--- config.mk ---
export PLATFORM = sky130hd
export DESIGN_NAME = hazard_ctrl_flat
export DESIGN_NICKNAME = d
export VERILOG_FILES = /design/src/rtl/hazard_ctrl_if.sv /design/src/rtl/hazard_ctrl.sv /design/src/flat_wrapper.sv
export SDC_FILE = /design/constraint.sdc
export NUM_CORES = 1
export LEC_CHECK = 0
export ABC_CLOCK_PERIOD_IN_PS = 4200
export CORE_UTILIZATION = 55
export CTS_BUF_LIST = sky130_fd_sc_hd__clkbuf_16
export DETAILED_ROUTE_END_ITERATION = 16
export HOLD_SLACK_MARGIN = 0.1
export MAX_ROUTING_LAYER = met4
export PLACE_DENSITY_LB_ADDON = 0.25
export REMOVE_ABC_BUFFERS = 1
export SLEW_MARGIN = 40
export SYNTH_ARGS = -nofsm -noshare
export SYNTH_HDL_FRONTEND = slang
export SYNTH_SLANG_ARGS = --single-unit
--- constraint.sdc ---
create_clock -name clk -period 4.2 [get_ports clk]
set_clock_uncertainty 0.15 [all_clocks]
set_input_delay 0.84 -clock clk [delete_from_list [all_inputs] [get_ports clk]]
set_output_delay 0.84 -clock clk [all_outputs]
set_load 0.01 [all_outputs]
--- src/rtl/hazard_ctrl_if.sv ---
// Signal bundle between the pipeline datapath and the hazard unit.
// There is no handshake: every field is sampled every cycle, and the outputs are meaningful every cycle.
interface hazard_ctrl_if #(
    parameter int RADDR_W = 4,
    parameter int CNT_W   = 16
);
    logic [RADDR_W-1:0] RA1D;
    logic [RADDR_W-1:0] RA2D;
    logic [RADDR_W-1:0] WA3D;
    logic               RegWriteD;
    logic               MemtoRegD;
    logic               PCSrcD;
    logic               RegWriteEout;
    logic               PCSrcEout;
    logic               BranchTakenE;
    logic               cnt_clr;
    logic [1:0]         ForwardAE;
    logic [1:0]         ForwardBE;
    logic               StallF;
    logic               StallD;
    logic               FlushD;
    logic               FlushE;
    logic [CNT_W-1:0]   stall_cnt;
    logic [CNT_W-1:0]   flush_cnt;

    modport master (
        output RA1D, RA2D, WA3D, RegWriteD, MemtoRegD, PCSrcD,
        output RegWriteEout, PCSrcEout, BranchTakenE, cnt_clr,
        input  ForwardAE, ForwardBE, StallF, StallD, FlushD, FlushE,
        input  stall_cnt, flush_cnt
    );

    modport slave (
        input  RA1D, RA2D, WA3D, RegWriteD, MemtoRegD, PCSrcD,
        input  RegWriteEout, PCSrcEout, BranchTakenE, cnt_clr,
        output ForwardAE, ForwardBE, StallF, StallD, FlushD, FlushE,
        output stall_cnt, flush_cnt
    );
endinterface

--- src/rtl/hazard_ctrl.sv ---
// Hazard unit for the 5-stage ARM pipeline: forwarding selects, stall/flush controls,
// a private shadow pipeline of destination tags, and saturating debug event counters.
module hazard_ctrl #(
    parameter int RADDR_W = 4,
    parameter int CNT_W   = 16,
    parameter int PC_REG  = 15
) (
    input  logic         clk,
    input  logic         rst,
    hazard_ctrl_if.slave hz
);
    localparam logic [RADDR_W-1:0] PC_IDX  = RADDR_W'(PC_REG);
    localparam logic [CNT_W-1:0]   CNT_MAX = '1;

    logic [RADDR_W-1:0] ra1_e, ra2_e, wa3_e, wa3_m, wa3_w;
    logic               reg_write_e, mem_to_reg_e, pc_src_e;
    logic               reg_write_m, pc_src_m;
    logic               reg_write_w, pc_src_w;
    logic               ldr_stall, pc_wr_pending, flush_e;
    logic [CNT_W-1:0]   stall_q, flush_q;

    // M beats W; the PC register is never forwarded since its reads come from the fetch path.
    function automatic logic [1:0] fwd_sel(
        input logic [RADDR_W-1:0] src,
        input logic               rw_m,
        input logic [RADDR_W-1:0] wa_m,
        input logic               rw_w,
        input logic [RADDR_W-1:0] wa_w
    );
        logic [1:0] sel;
        sel = 2'b00;
        if (src != PC_IDX) begin
            if (rw_m && (wa_m == src))
                sel = 2'b10;
            else if (rw_w && (wa_w == src))
                sel = 2'b01;
        end
        return sel;
    endfunction

    always_comb begin
        ldr_stall     = mem_to_reg_e & reg_write_e
                      & ((wa3_e == hz.RA1D) | (wa3_e == hz.RA2D))
                      & ~hz.BranchTakenE;
        pc_wr_pending = hz.PCSrcD | pc_src_e | pc_src_m;
        flush_e       = ldr_stall | hz.BranchTakenE;
    end

    // Outputs are forced low while reset is asserted, even though D/E inputs may still toggle.
    assign hz.ForwardAE = rst ? fwd_sel(ra1_e, reg_write_m, wa3_m, reg_write_w, wa3_w) : 2'b00;
    assign hz.ForwardBE = rst ? fwd_sel(ra2_e, reg_write_m, wa3_m, reg_write_w, wa3_w) : 2'b00;
    assign hz.StallF    = rst & (ldr_stall | pc_wr_pending);
    assign hz.StallD    = rst & ldr_stall;
    assign hz.FlushD    = rst & (pc_wr_pending | pc_src_w | hz.BranchTakenE);
    assign hz.FlushE    = rst & flush_e;
    assign hz.stall_cnt = stall_q;
    assign hz.flush_cnt = flush_q;

    always_ff @(posedge clk or negedge rst) begin
        if (!rst) begin
            ra1_e        <= '0;
            ra2_e        <= '0;
            wa3_e        <= '0;
            reg_write_e  <= 1'b0;
            mem_to_reg_e <= 1'b0;
            pc_src_e     <= 1'b0;
        end else if (flush_e) begin
            ra1_e        <= '0;
            ra2_e        <= '0;
            wa3_e        <= '0;
            reg_write_e  <= 1'b0;
            mem_to_reg_e <= 1'b0;
            pc_src_e     <= 1'b0;
        end else begin
            ra1_e        <= hz.RA1D;
            ra2_e        <= hz.RA2D;
            wa3_e        <= hz.WA3D;
            reg_write_e  <= hz.RegWriteD;
            mem_to_reg_e <= hz.MemtoRegD;
            pc_src_e     <= hz.PCSrcD;
        end
    end

    // M captures the condition-qualified execute results, not the raw decode flags.
    always_ff @(posedge clk or negedge rst) begin
        if (!rst) begin
            wa3_m       <= '0;
            reg_write_m <= 1'b0;
            pc_src_m    <= 1'b0;
            wa3_w       <= '0;
            reg_write_w <= 1'b0;
            pc_src_w    <= 1'b0;
        end else begin
            wa3_m       <= wa3_e;
            reg_write_m <= hz.RegWriteEout;
            pc_src_m    <= hz.PCSrcEout;
            wa3_w       <= wa3_m;
            reg_write_w <= reg_write_m;
            pc_src_w    <= pc_src_m;
        end
    end

    always_ff @(posedge clk or negedge rst) begin
        if (!rst) begin
            stall_q <= '0;
            flush_q <= '0;
        end else if (hz.cnt_clr) begin
            stall_q <= '0;
            flush_q <= '0;
        end else begin
            if (ldr_stall && (stall_q != CNT_MAX))
                stall_q <= stall_q + 1'b1;
            if (hz.BranchTakenE && (flush_q != CNT_MAX))
                flush_q <= flush_q + 1'b1;
        end
    end
endmodule

--- src/flat_wrapper.sv ---
// flat-port wrapper written by rule: the top's interface ports become plain ports
module hazard_ctrl_flat 
#(
    parameter int RADDR_W = 4,
    parameter int CNT_W   = 16,
    parameter int PC_REG  = 15
)
  (clk, rst, hz_RA1D, hz_RA2D, hz_WA3D, hz_RegWriteD, hz_MemtoRegD, hz_PCSrcD, hz_RegWriteEout, hz_PCSrcEout, hz_BranchTakenE, hz_cnt_clr, hz_ForwardAE, hz_ForwardBE, hz_StallF, hz_StallD, hz_FlushD, hz_FlushE, hz_stall_cnt, hz_flush_cnt);
  hazard_ctrl_if #(.RADDR_W(RADDR_W), .CNT_W(CNT_W)) hz_i ();
  input  logic clk;
  input  logic rst;
  input wire logic [$bits(hz_i.RA1D)-1:0] hz_RA1D;
  input wire logic [$bits(hz_i.RA2D)-1:0] hz_RA2D;
  input wire logic [$bits(hz_i.WA3D)-1:0] hz_WA3D;
  input wire logic [$bits(hz_i.RegWriteD)-1:0] hz_RegWriteD;
  input wire logic [$bits(hz_i.MemtoRegD)-1:0] hz_MemtoRegD;
  input wire logic [$bits(hz_i.PCSrcD)-1:0] hz_PCSrcD;
  input wire logic [$bits(hz_i.RegWriteEout)-1:0] hz_RegWriteEout;
  input wire logic [$bits(hz_i.PCSrcEout)-1:0] hz_PCSrcEout;
  input wire logic [$bits(hz_i.BranchTakenE)-1:0] hz_BranchTakenE;
  input wire logic [$bits(hz_i.cnt_clr)-1:0] hz_cnt_clr;
  output wire logic [$bits(hz_i.ForwardAE)-1:0] hz_ForwardAE;
  output wire logic [$bits(hz_i.ForwardBE)-1:0] hz_ForwardBE;
  output wire logic [$bits(hz_i.StallF)-1:0] hz_StallF;
  output wire logic [$bits(hz_i.StallD)-1:0] hz_StallD;
  output wire logic [$bits(hz_i.FlushD)-1:0] hz_FlushD;
  output wire logic [$bits(hz_i.FlushE)-1:0] hz_FlushE;
  output wire logic [$bits(hz_i.stall_cnt)-1:0] hz_stall_cnt;
  output wire logic [$bits(hz_i.flush_cnt)-1:0] hz_flush_cnt;
  assign hz_i.RA1D = hz_RA1D;
  assign hz_i.RA2D = hz_RA2D;
  assign hz_i.WA3D = hz_WA3D;
  assign hz_i.RegWriteD = hz_RegWriteD;
  assign hz_i.MemtoRegD = hz_MemtoRegD;
  assign hz_i.PCSrcD = hz_PCSrcD;
  assign hz_i.RegWriteEout = hz_RegWriteEout;
  assign hz_i.PCSrcEout = hz_PCSrcEout;
  assign hz_i.BranchTakenE = hz_BranchTakenE;
  assign hz_i.cnt_clr = hz_cnt_clr;
  assign hz_ForwardAE = hz_i.ForwardAE;
  assign hz_ForwardBE = hz_i.ForwardBE;
  assign hz_StallF = hz_i.StallF;
  assign hz_StallD = hz_i.StallD;
  assign hz_FlushD = hz_i.FlushD;
  assign hz_FlushE = hz_i.FlushE;
  assign hz_stall_cnt = hz_i.stall_cnt;
  assign hz_flush_cnt = hz_i.flush_cnt;
  hazard_ctrl #(.RADDR_W(RADDR_W), .CNT_W(CNT_W), .PC_REG(PC_REG)) u_core (.clk(clk), .rst(rst), .hz(hz_i));
endmodule
### Word-level counts from Yosys, hierarchy flattened

Index checks and enable logic that the tools add are counted.
W data, S select, Z words.

| word-level totals | value |
|---|---|
| register bits | 59 |
| input bits | 21 |
| output and inout port bits | 40 |
| logic and storage cells | 67 |

| cells by class | value |
|---|---|
| $add $sub $neg | 2 |
| equality and inequality tests | 10 |
| muxes and demuxes | 18 |
| bitwise gates (word level) | 15 |
| reduce and logical (&&, ||, !) cells | 8 |

Operators by type and width:

| operator | number |
|---|---|
| $mux W16 | 4 |
| $add A16 B1 Y16 const B | 2 |
| $ne A16 B16 Y1 const B | 2 |
| $eq A4 B4 Y1 | 6 |
| $mux W2 | 6 |
| $mux W4 | 3 |
| $ne A4 B4 Y1 const B | 2 |
| $and A1 B1 Y1 | 7 |
| $or A1 B1 Y1 | 7 |
| $logic_and A1 B1 Y1 | 6 |
| $mux W1 | 5 |
| $reduce_bool A2 Y1 | 2 |
| $not A1 Y1 | 1 |

### Longest topological paths before layout

| depth | value |
|---|---|
| depth in word-level cells | 7 |
| gate-level depth with buffers | 7 |
| mapped depth without buffers | 7 |

### Worst setup path after synthesis

OpenSTA, ideal clock, no wires.

| timing path | value |
|---|---|
| path kind | input to output |
| start | input hz_RA1D[2] |
| end | output hz_FlushE |
| arrival time | 1902 ps |
| data required time | 3210 ps |
| path slack | 1308 ps |
| cell stages on the path | 7 |
| buffers on the path | 1 |
| cells stage by stage | xor2_1 > nor4_2 > nor2_1 > nor2_1 > nor2_1 > clkbuf_1 > nor2_1 |

| between the ends | value |
|---|---|
| longest elaborated chain between the ends | 6 |

RTL lines:

| item | line | text |
|---|---|---|
| from (decl) | flat_wrapper.sv:12 | `input wire logic [$bits(hz_i.RA1D)-1:0] hz_RA1D;` |
| $eq A4 B4 Y1 | hazard_ctrl.sv:43 | `& ((wa3_e == hz.RA1D) \| (wa3_e == hz.RA2D))` |
| $or A1 B1 Y1 | hazard_ctrl.sv:43 |  |
| $and A1 B1 Y1 | hazard_ctrl.sv:43 |  |
| $and A1 B1 Y1 | hazard_ctrl.sv:44 | `& ~hz.BranchTakenE;` |
| $or A1 B1 Y1 | hazard_ctrl.sv:46 | `flush_e = ldr_stall \| hz.BranchTakenE;` |
| $and A1 B1 Y1 | hazard_ctrl.sv:55 | `assign hz.FlushE = rst & flush_e;` |
| to (decl) | flat_wrapper.sv:27 | `output wire logic [$bits(hz_i.FlushE)-1:0] hz_FlushE;` |

No other way between the ends.

### Worst setup path in the final report

Same ends and word-level chain as after synthesis.

==> out/qor.csv <==
metric,value,unit
maxCapViolCount,0,
slowest_stage,clkdlybuf4s50_1,
synth_enable_flop_cells,0,
fmax,270.6,MHz
vias,2295,
rsz0062_at_grt,no,
syn_area_per_cell,10.19,µm²
postCtsHoldBufs,0,
worstSetupPathType,primary input to primary output,
initial_core_util,0.5884,
cts_htree_levels,3,
p_per_area,366.2,nW/µm²
drc,0,
stdcell_area,3812,µm²
via_per_inst,5.464,
drive_above_1_share,0.07932,
start_kind,primary input,
wl_per_cell,15.08,µm
synth_cells,280,
required,3210,ps
multi_input_area,1334,µm²
overflow,0,
placed_cell_area,3527,µm²
synth_ff_type,dfrtp_1,
yosys-top-cells-area,"dfrtp_1 (52%), xnor2_1 (7.4%), xor2_1 (7.4%)",
final-max-slew-violation-count,0,
finalWeightedCongestion,0.8822,
antenna_found_initial,0,
rows,25,
worst_pin_slew,555.2,ps
synth.most_common_cell,dfrtp_1,
cp-end-kind,primary output,
hold_path_class,flip-flop to flip-flop,
cts.repair.resized,0,
holdPathStages,0,
antennaDiodeCount,0,
async_flop_share,1.000,
slew_headroom,0.6298,
grt_pass1_vias,2261,
cp_top_family,buffers and inverters,
peakVddDrop,0.2574,mV
hold_viol,0,
clock_latency,320,ps
fp.dieArea,5479,µm²
finalSetupTns,0,ps
fillerInstances,319,
clock_sinks,59,
yosys.area.top_type,dfrtp_1,
die_width,74.02,µm
dpl_worst_slack,505.0,ps
cts_inserted_buffers,9,
yosysSeqAreaShare,0.5175,
fin_ws,503.9,ps
setup-violations-final,0,
seq_area,1476,µm²
cp_max_fo,2,
fin_crit_sh,0.8800,
numPortBuffers,60,
top_level_ports,61,
power.leakage,1.592,nW
cp_cell_sequence,clkdlybuf4s50_1 -> xor2_1 -> nor4_2 -> nor2_1 -> nor2_1 -> nor2_1 -> nor2_1 -> clkdlybuf4s50_1,
cts_tree,yes,
status,finished clean,
clk_path_buf_depth,2,
drt_wl_total,6334,µm
rr_worst_depth,6,
final_core_util,0.7863,
timing.final.crit_period,3696,ps
synth_seq_cells,59,
worstSetupPathDepth,8,
critical_path.most_common_cell,nor2_1,
grt_usage,0.2666,
slowest_delay,540,ps
grt_max_degree,46,
syn_to_final_growth,33.64,%
drt_iter0_drc,115,
path_buf_inv,2,
arrival,2710,ps
cts-root-buf,clkbuf_16,
grt_pass1_wl,10520,µm
synth_cell_types,36,
drtAntennaViolNets,0,
synth.top_cell.area_share,0.5175,
hpwl,4340,µm
fin_nets,371,
synth_area,2853,µm²
first_pass_iters,5,
cts_setup_buffers,0,
die_h,74.02,µm
synth_common_cells,"dfrtp_1 (59), nor2_1 (46), xnor2_1 (24), xor2_1 (24), nand2_1 (18)",
clk_pin_slew_worst_paths,50,ps
core,4848,µm²
ys_warn_count,0,
[worst paths after layout]
path,start,endpoint,slack (ps)
max,hz_RA1D[2],hz_FlushE,500
min,u_core.pc_src_m$_DFF_PN0_,u_core.pc_src_w$_DFF_PN0_,250
max reg2reg,u_core.hz.stall_cnt[6]$_DFFE_PN0P_,u_core.hz.stall_cnt[15]$_DFFE_PN0P_,1830
min reg2reg,u_core.pc_src_m$_DFF_PN0_,u_core.pc_src_w$_DFF_PN0_,250
max in group asynchronous,rst,u_core.hz.flush_cnt[7]$_DFFE_PN0P_,2730
min in group asynchronous,rst,u_core.reg_write_m$_DFF_PN0_,280
[metrics by stage]
step                      total power (W)  hold WS [ps]  instances
after floorplan                 0.0006466         204.5        273
after global placement          0.0007022         211.9        404
after detailed placement        0.0007067         235.4        404
after CTS                        0.001404         253.7        420
after global routing             0.001442         266.3        420
final                            0.001396         250.7        420
[per-layer routing]
layer  track usage  share of wire
met1        0.3304           0.43
met2        0.4222           0.50
met3       0.06775          0.057
met4       0.09829          0.012
met5             -              0
[cells in the final DEF, fill, tap and decap left out, types with 2 or more instances in the layout]
cell type,synthesis,layout
nor2_1,46,46
buf_4,0,4
and4_1,4,4
o21ai_0,3,3
nor4_2,2,2
nand3_1,15,15
xor2_1,24,24
a21oi_1,5,5
nor3_1,8,8
clkbuf_16,0,9
clkdlybuf4s50_1,0,59
nand4_1,12,12
and2_1,17,17
dfrtp_1,59,59
xnor2_1,24,24
inv_1,2,3
and3_1,8,8
nor2b_1,2,2
clkinv_2,0,3
nor4_1,8,8
nand2_1,18,18
ha_1,2,2
[cell families (layout without fill, tap and decap cells)]
| logic type | Yosys count | in the layout | synth area share |
|---|---|---|---|
| adder cells (fa/ha/maj) | 2 | 2 | 0.008771 |
| multiplexers | 2 | 2 | 0.007456 |
| AND/OR/NAND/NOR | 146 | 146 | 0.2706 |
| AO/OA/AOI/OAI | 14 | 14 | 0.03333 |
| flip-flops | 59 | 59 | 0.5175 |
| buffers and inverters | 9 | 82 | 0.01491 |
| XOR/XNOR | 48 | 48 | 0.1474 |
[flip-flops by register name (all words and copies together), names as in the netlist]
register             cells
u_core.mem_to_reg_e      1
u_core.pc_src_m          1
u_core.pc_src_w          1
u_core.wa3_w             4
u_core.reg_write_w       1
u_core.wa3_m             4
u_core.ra2_e             4
u_core.hz.flush_cnt     16
u_core.reg_write_m       1
u_core.wa3_e             4
u_core.hz.stall_cnt     16
u_core.reg_write_e       1
u_core.ra1_e             4
u_core.pc_src_e          1
[report_power, final]
part	internal, W	switching [W]	total [W]
Clock	0.000450	0.000248	0.000699
Sequential	0.000585	0.0000184	0.000603
Combinational	0.0000483	0.0000458	0.0000941
Total	0.00108	0.000312	0.00140
[final cells by class]
type	instances	area share
Tap cell	67	0.02199
Inverter	2	0.001969
Clock buffer	9	0.05907
Multi-Input combinational cell	212	0.3499
Timing Repair Buffer	64	0.1641
Sequential cell	59	0.3873
Clock inverter	7	0.01575
[worst reg2reg max path: stages, from the launching register on]
cell	delay (ps)
dfrtp_1	440
nand4_1	190
nor3_1	270
and4_1	590
nor2_2	160
nand3_1	130
mux2_1	320
Power figures use the tool's default switching activity.
